### config.mk
export PLATFORM = sky130hd
export DESIGN_NAME = counter_arb
export DESIGN_NICKNAME = d
export VERILOG_FILES = /design/src/rtl/counter_arb.sv
export SDC_FILE = /design/constraint.sdc
export NUM_CORES = 1
export LEC_CHECK = 0
export CORE_AREA = 4 4 41 43
export CTS_CLUSTER_DIAMETER = 200
export CTS_CLUSTER_SIZE = 16
export DETAILED_ROUTE_END_ITERATION = 10
export DIE_AREA = 0 0 45 47
export PLACE_DENSITY = 0.73
export SETUP_SLACK_MARGIN = 0.05
export SLEW_MARGIN = 0
export SYNTH_ARGS = -nofsm -noshare
export SYNTH_HDL_FRONTEND = slang
export SYNTH_SLANG_ARGS = --single-unit
### constraint.sdc
create_clock -name clk -period 2.75 [get_ports clk]
set_clock_uncertainty 0.15 [all_clocks]
set_input_delay 0.55 -clock clk [delete_from_list [all_inputs] [get_ports clk]]
set_output_delay 0.55 -clock clk [all_outputs]
set_load 0.005 [all_outputs]
### src/rtl/counter_arb.sv
// counter_arb: round-robin owner of one shared counter_up instance.
// Grants one of two requesters, holds the counter in clear while free,
// and pulses done to the owner once the counter reaches its latched limit.
// Ports:
//   clk, clr (async active-high reset)
//   req[1:0]          request levels, held until done or abandoned
//   lim0, lim1 [N-1:0] per-requester interval limits, sampled on grant
//   cnt [N-1:0]       shared counter value
//   cnt_clr           registered clear for the shared counter
//   gnt[1:0]          one-hot owner, 00 when free
//   done[1:0]         one-cycle completion pulse to the owner
//   busy              high in RUN and DONE
module counter_arb #(
  parameter int unsigned N = 3
) (
  input  logic         clk,
  input  logic         clr,
  input  logic [1:0]   req,
  input  logic [N-1:0] lim0,
  input  logic [N-1:0] lim1,
  input  logic [N-1:0] cnt,
  output logic         cnt_clr,
  output logic [1:0]   gnt,
  output logic [1:0]   done,
  output logic         busy
);

  typedef enum logic [1:0] {
    S_IDLE = 2'd0,
    S_RUN  = 2'd1,
    S_DONE = 2'd2
  } state_t;

  state_t       state, state_d;
  logic [N-1:0] lim_q, lim_d;
  logic         last, last_d;
  logic [1:0]   gnt_d, done_d;
  logic         busy_d, cnt_clr_d;
  logic         win;
  logic         owner;

  // State and registered outputs
  always_ff @(posedge clk or posedge clr) begin
    if (clr) begin
      state   <= S_IDLE;
      gnt     <= 2'b00;
      done    <= 2'b00;
      busy    <= 1'b0;
      cnt_clr <= 1'b1;
      lim_q   <= '0;
      last    <= 1'b1;
    end else begin
      state   <= state_d;
      gnt     <= gnt_d;
      done    <= done_d;
      busy    <= busy_d;
      cnt_clr <= cnt_clr_d;
      lim_q   <= lim_d;
      last    <= last_d;
    end
  end

  // Next state and next output values
  always_comb begin
    state_d   = state;
    gnt_d     = gnt;
    done_d    = 2'b00;
    busy_d    = busy;
    cnt_clr_d = cnt_clr;
    lim_d     = lim_q;
    last_d    = last;
    win       = 1'b0;
    owner     = gnt[1];

    case (state)
      S_IDLE: begin
        gnt_d     = 2'b00;
        cnt_clr_d = 1'b1;
        busy_d    = 1'b0;
        if (req != 2'b00) begin
          // Tie goes to the requester not served last
          win       = (req == 2'b11) ? ~last : req[1];
          state_d   = S_RUN;
          gnt_d     = win ? 2'b10 : 2'b01;
          lim_d     = win ? lim1 : lim0;
          last_d    = win;
          cnt_clr_d = 1'b0;
          busy_d    = 1'b1;
        end
      end

      S_RUN: begin
        // Abort takes priority over a limit match
        if (!req[owner]) begin
          state_d   = S_IDLE;
          gnt_d     = 2'b00;
          cnt_clr_d = 1'b1;
          busy_d    = 1'b0;
        end else if (cnt == lim_q) begin
          state_d   = S_DONE;
          done_d    = owner ? 2'b10 : 2'b01;
          gnt_d     = 2'b00;
          cnt_clr_d = 1'b1;
          busy_d    = 1'b1;
        end
      end

      S_DONE: begin
        state_d   = S_IDLE;
        gnt_d     = 2'b00;
        cnt_clr_d = 1'b1;
        busy_d    = 1'b0;
      end

      default: begin
        state_d   = S_IDLE;
        gnt_d     = 2'b00;
        cnt_clr_d = 1'b1;
        busy_d    = 1'b0;
      end
    endcase
  end

endmodule

# ---- After elaboration in Yosys (flattened, before gate mapping)
# Cells that the tools add are included.
# W data, S select, Z words.
dict set report op_classes {
  magnitude_cmp 1
  n_eq_ne 5
  n_mux 24
  bitwise_logic 1
  reduce_logical 4
}
# op count
set op_table {}
lappend op_table {{$mux W2} 11}
lappend op_table {{$mux W1} 8}
lappend op_table {{$pmux W2 S2} 2}
lappend op_table {{$pmux W1 S2} 2}
lappend op_table {{$reduce_and A2 Y1} 2}
lappend op_table {{$eq A3 B3 Y1} 1}
lappend op_table {{$mux W3} 1}
lappend op_table {{$ne A3 B3 Y1 const B} 1}
lappend op_table {{$eq A2 B1 Y1 const B} 1}
lappend op_table {{$eq A2 B2 Y1 const B} 1}
lappend op_table {{$logic_not A2 Y1} 1}
lappend op_table {{$lt A1 B2 Y1 const B} 1}
lappend op_table {{$ne A2 B2 Y1 const B} 1}
lappend op_table {{$reduce_bool A2 Y1} 1}
lappend op_table {{$not A1 Y1} 1}
dict set report totals {
  ff_bits 12
  elab_cells 42
}

# ---- Logic depth before layout (Yosys ltp)
# Gate-level depths: netlist of run 1.
dict set report depth {
  word_depth 5
  depth_mapped 3
  mapped_depth_nobuf 3
}

# ---- Worst setup path before layout of run 1
# No wires, ideal clock.
dict set report synth_path {
  kind {input-to-reg}
  from {input port req[1]}
  to {register lim_q[0]}
  setup_time_ns 0.125
  t_arrival_ns 1.367
  required_ns 2.475
  setup_slack_ns 1.108
  cell_stages 3
  path_cell_list {a21boi_2 -> mux2_1 -> mux2_2}
}
dict set report synth_via {
  elab_chain_cells 3
}
# element line
set synth_rtl {}
lappend synth_rtl {{start, declared} 18} ;# input logic [1:0] req,
lappend synth_rtl {{$eq A2 B2 Y1} 82} ;# win = (req == 2'b11) ? ~last : req[1];
lappend synth_rtl {{$mux W1} 82}
lappend synth_rtl {{$mux W3} 85} ;# lim_d = win ? lim1 : lim0;
lappend synth_rtl {{end signal, assigned} 58} ;# lim_q <= lim_d;
lappend synth_rtl {{end, declared} 35} ;# logic [N-1:0] lim_q, lim_d;
# Several ways; a longest one is shown, not always the timed one.
# A chain may end at the register's enable or synchronous reset.

# ---- Worst setup path in the final report of run 1
dict set report layout_path {
  from {input port req[1]}
  to {register lim_q[1]}
}
# The elaborated chain is that of the path after synthesis.

==> impl_metrics.py, run 1 <==
metrics = {
    "die": {
        "io_pins": 19,
        "start_util_pct": 40.96,
        "core_area_um2": 1301,
        "dieWidth_um": 45,
        "die_h_um": 47,
        "dieArea_um2": 2115,
        "fp-row-count": 13,
    },
    "cts": {
        "worst_skew_pair.late_latency_ns": 0.27,
        "cts_resized": 0,
        "cts_inserted_buffers": 3,
        "cts_setup_buffers": 0,
        "clk_pin_slew_ns": 0.07,
        "cts_htree_levels": 1,
        "root_buffer": "clkbuf_4",
        "numClockSinks": 12,
        "cts_tree": "yes",
        "clockBufferDepth": 2,
        "hold_buffers": 0,
    },
    "sta": {
        "worstMarginPinSlew_ns": 0.5203,
        "setup_ws_ns": 0.7541,
        "slew_viol_final": 0,
        "rsz0062_at_grt": "no",
        "max_freq_mhz": 501.0,
        "hold_viol_final": 0,
        "finalCriticalPeriod_ns": 1.996,
        "period_share_pct": 72.58,
        "max_slew_margin_pct": 65.08,
        "fin_setup_tns_ns": 0,
        "setup_viol": 0,
    },
    "cells_and_area": {
        "post-route-util_pct": 58.27,
        "nNetsFinal": 80,
        "n_antenna_cell": 0,
        "area_growth_pct": 42.25,
        "layout-drive-gt1-share_pct": 15.15,
    },
    "logic_synthesis": {
        "yosysMostFrequentCell": "dfrtp_1",
        "synth_area_leaders": "dfrtp_1 47%, dfstp_2 9.9%, mux2_2 6.3%",
        "syn_nets": 57,
        "avgSynthCellArea_um2": 12.11,
        "synth_seq_cells": 12,
        "yosysWarnings": 0,
        "synth-edff-count": 0,
        "synth_common_cells": "10 x dfrtp_1, 3 x mux2_2, 3 x xnor2_1",
        "yosysTopAreaCellShare_pct": 46.95,
        "syn_inst": 44,
        "synth_ff_type": "dfrtp_1",
        "synth_top_area_cell": "dfrtp_1",
        "ys_seq_area_share_pct": 56.81,
        "yosysUniqueCellTypes": 22,
        "syn_area_um2": 533.0,
        "ys_async_sr_fraction_pct": 100.0,
    },
    "grt": {
        "overflow": 0,
        "grt_pass1_vias": 363,
        "grt_antenna_before_repair": 0,
        "grt_pass1_wl_mm": 1.462,
        "grt_use_total_pct": 10.02,
        "grt_max_degree": 13,
    },
    "power_and_ir_drop": {
        "p_int_mw": 0.4744,
        "peakVddDrop_mv": 0.3591,
        "p_seq_share_pct": 43.2,
        "cellPowerDensity_nw_per_um2": 916.1,
        "sw_frac_of_total_pct": 31.69,
        "p_sw_mw": 0.2201,
        "leakage_nw": 0.3139,
        "clockPowerShare_pct": 15.9,
        "combPwrFrac_pct": 40.9,
    },
    "detailed_routing": {
        "drt_iter0_drc": 8,
        "post_drt_via_cell_ratio": 5.037,
        "avgRoutedWirePerCell_um": 11.54,
        "drc": 0,
        "vias": 408,
        "drtPass1Iterations": 4,
        "wl_um": 935,
        "drt.antenna.violating_nets": 0,
    },
    "placed_design": {
        "globalplace.congestion": 0.7417,
        "preCtsSetupSlack_ns": 0.4682,
        "place_hpwl_um": 736.7,
        "portBuffers": 18,
    },
    "critical_path": {
        "crit_arrival_ns": 2.00,
        "r2r_setup_slack_ns": 1.23,
        "crit_type": "primary input to flop",
        "reg2reg_depth": 3,
        "r2r_end": "lim_q[1]",
        "r2r_start": "last",
        "endpoint_kind": "flop",
        "crit_path_start": "req[1]",
        "worstSetupStartpointType": "primary input",
        "crit_path_max_fanout": 5,
        "worstPathRequired_ns": 2.75,
    },
    "run_status": {
        "outcome": "finished, final reports clean",
    },
    "flow_run": {
        "cap_violations": 0,
    },
    "worst_hold_path": {
        "min_from": "lim_q[2]",
        "worstHoldEndpoint": "lim_q[2]",
        "hold_path.class": "flop to flop",
        "holdPathStages": 1,
    },
}
how the worst max path moves through the flow:
| stage | end | slack (ns) | depth (start not counted) |
|---|---|---|---|
| 2_1_floorplan | lim_q[0] | 1.11 | 3 |
| 6_report | lim_q[1] | 0.75 | 4 |
| 3_5_place_dp | lim_q[0] | 0.47 | 4 |
| 3_3_place_gp | lim_q[0] | 0.49 | 4 |
| 4_1_cts | lim_q[1] | 0.74 | 4 |
| 5_1_grt | lim_q[1] | 0.68 | 4 |
through the flow:
| stage | cells | hold slack [ns] | cell area, um^2 | power (mW) |
|---|---|---|---|---|
| CTS | 81 | 0.3804 | 758.2 | 0.6996 |
| finish | 81 | 0.3801 | 758.2 | 0.6946 |
| floorplan | 44 | 0.2633 | 533.0 | 0.4731 |
| global placement | 77 | 0.3642 | 732.0 | 0.5856 |
| global route | 81 | 0.3865 | 758.2 | 0.7499 |
| detailed placement | 77 | 0.3649 | 732.0 | 0.5884 |
layout by cell type (no fill, tap or decap), types with 2 or more instances in the layout:
cell type | netlist | layout
a31oi_1 | 2 | 2
clkbuf_4 | 0 | 3
clkdlybuf4s50_1 | 0 | 18
dfrtp_1 | 10 | 10
dfstp_2 | 2 | 2
inv_1 | 2 | 2
mux2_1 | 2 | 2
mux2_2 | 3 | 3
nand2_1 | 2 | 2
nand2b_1 | 2 | 2
nor2_1 | 2 | 2
nor3_1 | 2 | 2
o21ai_0 | 2 | 2
xnor2_1 | 3 | 3
routing by layer:
| metal | track usage (%) | part of all wire, % | vias up |
|---|---|---|---|
| li1 | - | - | 201 |
| met1 | 12.35 | 45 | 191 |
| met2 | 15.54 | 44 | 16 |
| met3 | 3.448 | 11 | 0 |
| met4 | 5.263 | 0 | 0 |
| met5 | 0 | 0 | - |
power by group through the flow:
stage	logic (mW)	registers [mW]	clock network, mW
after global routing	0.314	0.312	0.124
after CTS	0.286	0.300	0.113
after detailed placement	0.285	0.303	0
final	0.284	0.300	0.111
after global placement	0.283	0.303	0
after floorplan	0.172	0.301	0
final cells by class:
class	instances	area [um^2]
fill	125	543.0
sequential	12	302.8
multi-input combinational	30	222.7
timing repair buffer	18	180.2
clock buffer	4	26.28
tap	15	18.77
inverter	2	7.507
registers in the layout (all words and copies together), names as in the netlist:
name,count
lim_q,3
done,2
gnt,2
state,2
busy,1
cnt_clr,1
last,1
critical path, stage by stage:
cell             delay, ns
clkdlybuf4s50_1       0.52
a21boi_2              0.32
mux2_1                0.35
mux2_2                0.25
cell families after synthesis:
| family | after synthesis | synth area share [%] |
|---|---|---|
| compound gates | 11 | 14.32 |
| flops | 12 | 56.81 |
| xor+xnor | 3 | 4.930 |
| buf+inv | 2 | 1.409 |
| simple gates | 10 | 9.156 |
| mux | 6 | 13.38 |
Power figures use the tool's default switching activity.
==> run 2: changes to the inputs <==
Settings changed: CORE_AREA 4 4 41 43 to unset, CORE_MARGIN set to 4, CORE_UTILIZATION set to 37, DIE_AREA 0 0 45 47 to unset, PLACE_DENSITY 0.73 to 0.71.
Clock period 2.75 ns to 1.7 ns, I/O delays scaled along.
==> impl_metrics.py, run 2 (same netlist as run 1, synthesis figures left out) <==
metrics = {
    "sta": {
        "max_slew_margin_pct": 68.86,
        "period_share_pct": 93.95,
        "holdWs_ns": 0.2233,
        "rsz0062_at_grt": "no",
        "hold_viol_final": 0,
        "finalCriticalPeriod_ns": 1.597,
        "slew_viol_final": 0,
        "max_freq_mhz": 626.1,
        "worstMarginPinSlew_ns": 0.4666,
        "fin_setup_tns_ns": 0,
        "setup_viol": 0,
        "setup_ws_ns": 0.1028,
    },
    "cts": {
        "cts_inserted_buffers": 3,
        "clockBufferDepth": 2,
        "cts_tree": "yes",
        "numClockSinks": 12,
        "worst_skew_pair.late_latency_ns": 0.27,
        "clk_pin_slew_ns": 0.08,
        "cts_htree_levels": 1,
        "root_buffer": "clkbuf_4",
    },
    "cells_and_area": {
        "area_growth_pct": 61.27,
        "n_antenna_cell": 0,
        "nNetsFinal": 89,
        "final_cell_mix": "13 x clkdlybuf4s50_1, 10 x dfrtp_1, 9 x buf_4",
        "post-route-util_pct": 64.45,
        "layout-drive-gt1-share_pct": 29.33,
        "final_common_cell": "clkdlybuf4s50_1",
        "largest-register": "lim_q",
        "num-fill-cells": 119,
        "largest_reg_flops": 3,
    },
    "die": {
        "dieWidth_um": 45.96,
        "start_util_pct": 39.96,
        "die_h_um": 45.96,
        "core_area_um2": 1334,
        "fp-row-count": 13,
        "dieArea_um2": 2112,
        "io_pins": 19,
    },
    "detailed_routing": {
        "met2_wirelength_um": 592,
        "avgRoutedWirePerCell_um": 12.63,
        "vias": 453,
        "post_drt_via_cell_ratio": 5.033,
        "met3WireLength_um": 101,
        "m1WireLength_um": 432,
        "drt_iter0_drc": 2,
        "drt.antenna.violating_nets": 0,
        "dr.max_layer_used": "met4",
        "drtPass1Iterations": 2,
        "drc": 0,
        "wl_mm": 1.137,
    },
    "critical_path": {
        "crit_arrival_ns": 1.60,
        "endpoint_kind": "flop",
        "crit_slowest_cell": "clkdlybuf4s50_1",
        "crit_type": "primary input to flop",
        "crit_path_max_fanout": 4,
        "worstPathRequired_ns": 1.71,
        "path_cells": "clkdlybuf4s50_1 -> a21boi_4 -> mux2_4 -> mux2_2",
        "worstSetupStartpointType": "primary input",
        "cpPeakStageDelay_ns": 0.46,
    },
    "grt": {
        "grt_max_degree": 13,
        "grt_use_total_pct": 13.05,
        "overflow": 0,
        "grt_antenna_before_repair": 0,
        "grt_pass1_vias": 459,
        "grt_pass1_wl_mm": 1.897,
    },
    "run_status": {
        "outcome": "finished, final reports clean",
    },
    "flow_run": {
        "cap_violations": 0,
    },
    "worst_hold_path": {
        "hold_path.class": "primary input to asynchronous set/reset pin",
    },
    "placed_design": {
        "portBuffers": 18,
        "preCtsSetupSlack_ns": -0.2938,
        "globalplace.congestion": 0.7132,
    },
    "power_and_ir_drop": {
        "cellPowerDensity_nw_per_um2": 1472,
        "fin_total_pwr_mw": 1.265,
        "peakVddDrop_mv": 0.8616,
        "leakage_nw": 0.4239,
    },
}
-- run 2: changes by cell type in the layout (fill, tap and decap cells not counted), sizes merged --
cell / delta
dlygate4sd2: +1
buf: +9
clkdlybuf4s50: -5
dlymetal6s2s: +4
-- run 2: power by group --
group	leakage (nW)	internal (mW)	switching (mW)	total, mW
Sequential	0.147	0.418	0.0720	0.490
Combinational	0.256	0.321	0.230	0.550
Clock	0.0210	0.130	0.0941	0.224
-- run 2: area by class of cell --
cell class	count	area [um^2]	area share, %
flip-flops and latches	12	302.8	35.23
repair buffers	27	256.5	29.84
multi-input cells	30	237.7	27.66
clock buffers	4	36.28	4.221
well taps	15	18.77	2.183
inverters	2	7.507	0.8734
-- run 2: routing by layer --
layer | global-route usage (%) | vias up
met4 | 5.114 | 0
met3 | 5.929 | 2
li1 | - | 223
met1 | 13.56 | 211
met5 | 0 | -
met2 | 22.53 | 17
-- run 2: critical path, delay by kind of cell --
kind / cells / cell delay (ns)
buffers and inverters: 1 / 0.46
AOI/OAI and AO/OA: 1 / 0.23
muxes: 2 / 0.57
-- run 2: worst paths after layout --
kind / end / depth (start not counted) / slack [ns] / from
min in group clk: last / 4 / 0.37 / req[1]
hold reg to reg: lim_q[0] / 1 / 0.39 / lim_q[0]
max in group asynchronous: cnt_clr / 2 / 0.83 / clr
setup reg to reg: lim_q[2] / 3 / 0.22 / last
hold / removal: gnt[1] / 2 / 0.22 / clr
setup / recovery: lim_q[2] / 4 / 0.10 / req[0]
-- run 2: timing repair --
action | 4_1_cts | 5_1_grt
gates resized for setup | 4 | 4
hold buffers | 0 | 0
buffers inserted | 1 | 1
endpoints found under the setup margin | 5 | 6
endpoints found under the hold margin | 0 | 0
-- run 2: stage by stage --
stage | std cells | area (um^2)
floorplan | 44 | 533.0
global placement | 84 | 784.5
detailed placement | 84 | 784.5
CTS | 89 | 842.1
global route | 90 | 859.6
finish | 90 | 859.6
==> run 3: changes to the inputs <==
Settings changed: REMOVE_ABC_BUFFERS set to 1, SETUP_SLACK_MARGIN 0.05 to unset.
==> impl_metrics.py, run 3 (same netlist as run 1, synthesis figures left out) <==
metrics = {
    "run_status": {
        "outcome": "finished, final reports clean",
    },
    "critical_path": {
        "crit_arrival_ns": 1.65,
        "crit_path_max_fanout": 4,
        "endpoint_kind": "flop",
        "worstPathRequired_ns": 1.71,
        "crit_type": "primary input to flop",
        "worstSetupStartpointType": "primary input",
        "r2r_setup_slack_ns": 0.22,
    },
    "cts": {
        "cts_inserted_buffers": 3,
        "numClockSinks": 12,
        "clockBufferDepth": 2,
        "clk_pin_slew_ns": 0.08,
        "root_buffer": "clkbuf_4",
        "cts_htree_levels": 1,
        "worst_skew_pair.late_latency_ns": 0.27,
        "cts_tree": "yes",
    },
    "worst_hold_path": {
        "hold_path.class": "primary input to asynchronous set/reset pin",
    },
    "sta": {
        "holdWs_ns": 0.2235,
        "finalCriticalPeriod_ns": 1.646,
        "fin_setup_tns_ns": 0,
        "worstMarginPinSlew_ns": 0.4673,
        "max_freq_mhz": 607.4,
        "slew_viol_final": 0,
        "period_share_pct": 96.84,
        "max_slew_margin_pct": 68.81,
        "hold_viol_final": 0,
        "rsz0062_at_grt": "no",
        "setup_ws_ns": 0.05377,
        "setup_viol": 0,
    },
    "die": {
        "dieWidth_um": 45.96,
        "core_area_um2": 1334,
        "start_util_pct": 39.96,
        "fp-row-count": 13,
        "io_pins": 19,
        "dieArea_um2": 2112,
        "die_h_um": 45.96,
    },
    "power_and_ir_drop": {
        "leakage_nw": 0.3713,
        "cellPowerDensity_nw_per_um2": 1502,
        "fin_total_pwr_mw": 1.265,
        "peakVddDrop_mv": 0.8807,
    },
    "cells_and_area": {
        "final_common_cell": "clkdlybuf4s50_1",
        "final_cell_mix": "17 x clkdlybuf4s50_1, 10 x dfrtp_1, 8 x buf_4",
        "layout-drive-gt1-share_pct": 28.38,
        "area_growth_pct": 57.98,
        "largest-register": "lim_q",
        "seq_area_um2": 302.8,
        "nNetsFinal": 88,
        "n_antenna_cell": 0,
        "largest_reg_flops": 3,
        "multiInputGateArea_um2": 237.7,
        "num-fill-cells": 118,
    },
    "placed_design": {
        "preCtsSetupSlack_ns": -0.2938,
        "globalplace.congestion": 0.7132,
        "portBuffers": 18,
    },
    "detailed_routing": {
        "post_drt_via_cell_ratio": 5.000,
        "avgRoutedWirePerCell_um": 12.80,
        "drtPass1Iterations": 2,
        "drc": 0,
        "drt_iter0_drc": 4,
        "vias": 445,
        "drt.antenna.violating_nets": 0,
        "wl_mm": 1.139,
    },
    "grt": {
        "grt_antenna_before_repair": 0,
        "grt_max_degree": 13,
        "grt_pass1_vias": 454,
        "met3_usage_pct": 5.929,
        "grtUsageMet1_pct": 14.04,
        "overflow": 0,
        "grtUsageMet2_pct": 22.25,
        "grt_pass1_wl_mm": 1.918,
        "grt_use_total_pct": 13.13,
        "grt_busiest_layer": "met2",
    },
    "flow_run": {
        "cap_violations": 0,
    },
}
==> run 3: cell types whose count changed in the layout (fill, tap and decap cells not counted) <==
cell / previous run / this run
clkdlybuf4s50_1: 13 / 17
buf_4: 9 / 8
dlymetal6s2s_1: 4 / 0
==> run 3: cell type report <==
class	instances	share of cell area [%]
flip-flops and latches	12	35.96
well taps	15	2.229
multi-input cells	30	28.23
clock buffers	4	4.309
repair buffers	26	28.38
inverters	2	0.8915
==> run 3: report_power, final <==
part           switching, mW  internal, mW
combinational          0.226         0.320
clock                 0.0941         0.130
sequential            0.0755         0.419
==> run 3: final timing paths <==
kind,startpoint,end,cells after the start
hold reg to reg,lim_q[0],lim_q[0],1
setup reg to reg,last,lim_q[2],3
hold / removal,clr,gnt[1],2
setup / recovery,req[1],lim_q[2],4
min in group clk,lim_q[0],lim_q[0],1
max in group asynchronous,clr,cnt_clr,2
==> run 3: critical path, stage by stage <==
cell and delay, ns:
clkdlybuf4s50_1 0.48, a21boi_4 0.26, mux2_4 0.31, mux2_2 0.26
==> run 3: repair_timing <==
action,4_1_cts,5_1_grt
resized for setup,2,2
hold buffers,0,0
endpoints found under the setup margin,2,2
buffers inserted,0,1
pin swaps,0,0
==> run 3: stage by stage <==
stage,utilization [%],instances,instance area (um^2)
5_1_grt,63.13,89,842.1
3_5_place_dp,58.82,84,784.5
6_report,63.13,89,842.1
2_1_floorplan,-,44,533.0
4_1_cts,62.01,88,827.0
3_3_place_gp,58.82,84,784.5
==> run 3: layer usage <==
metal / vias up / share of wire, %
li1: 221 / -
met1: 205 / 38
met2: 17 / 52
met3: 2 / 8.8
met4: 0 / 0.88
met5: - / 0
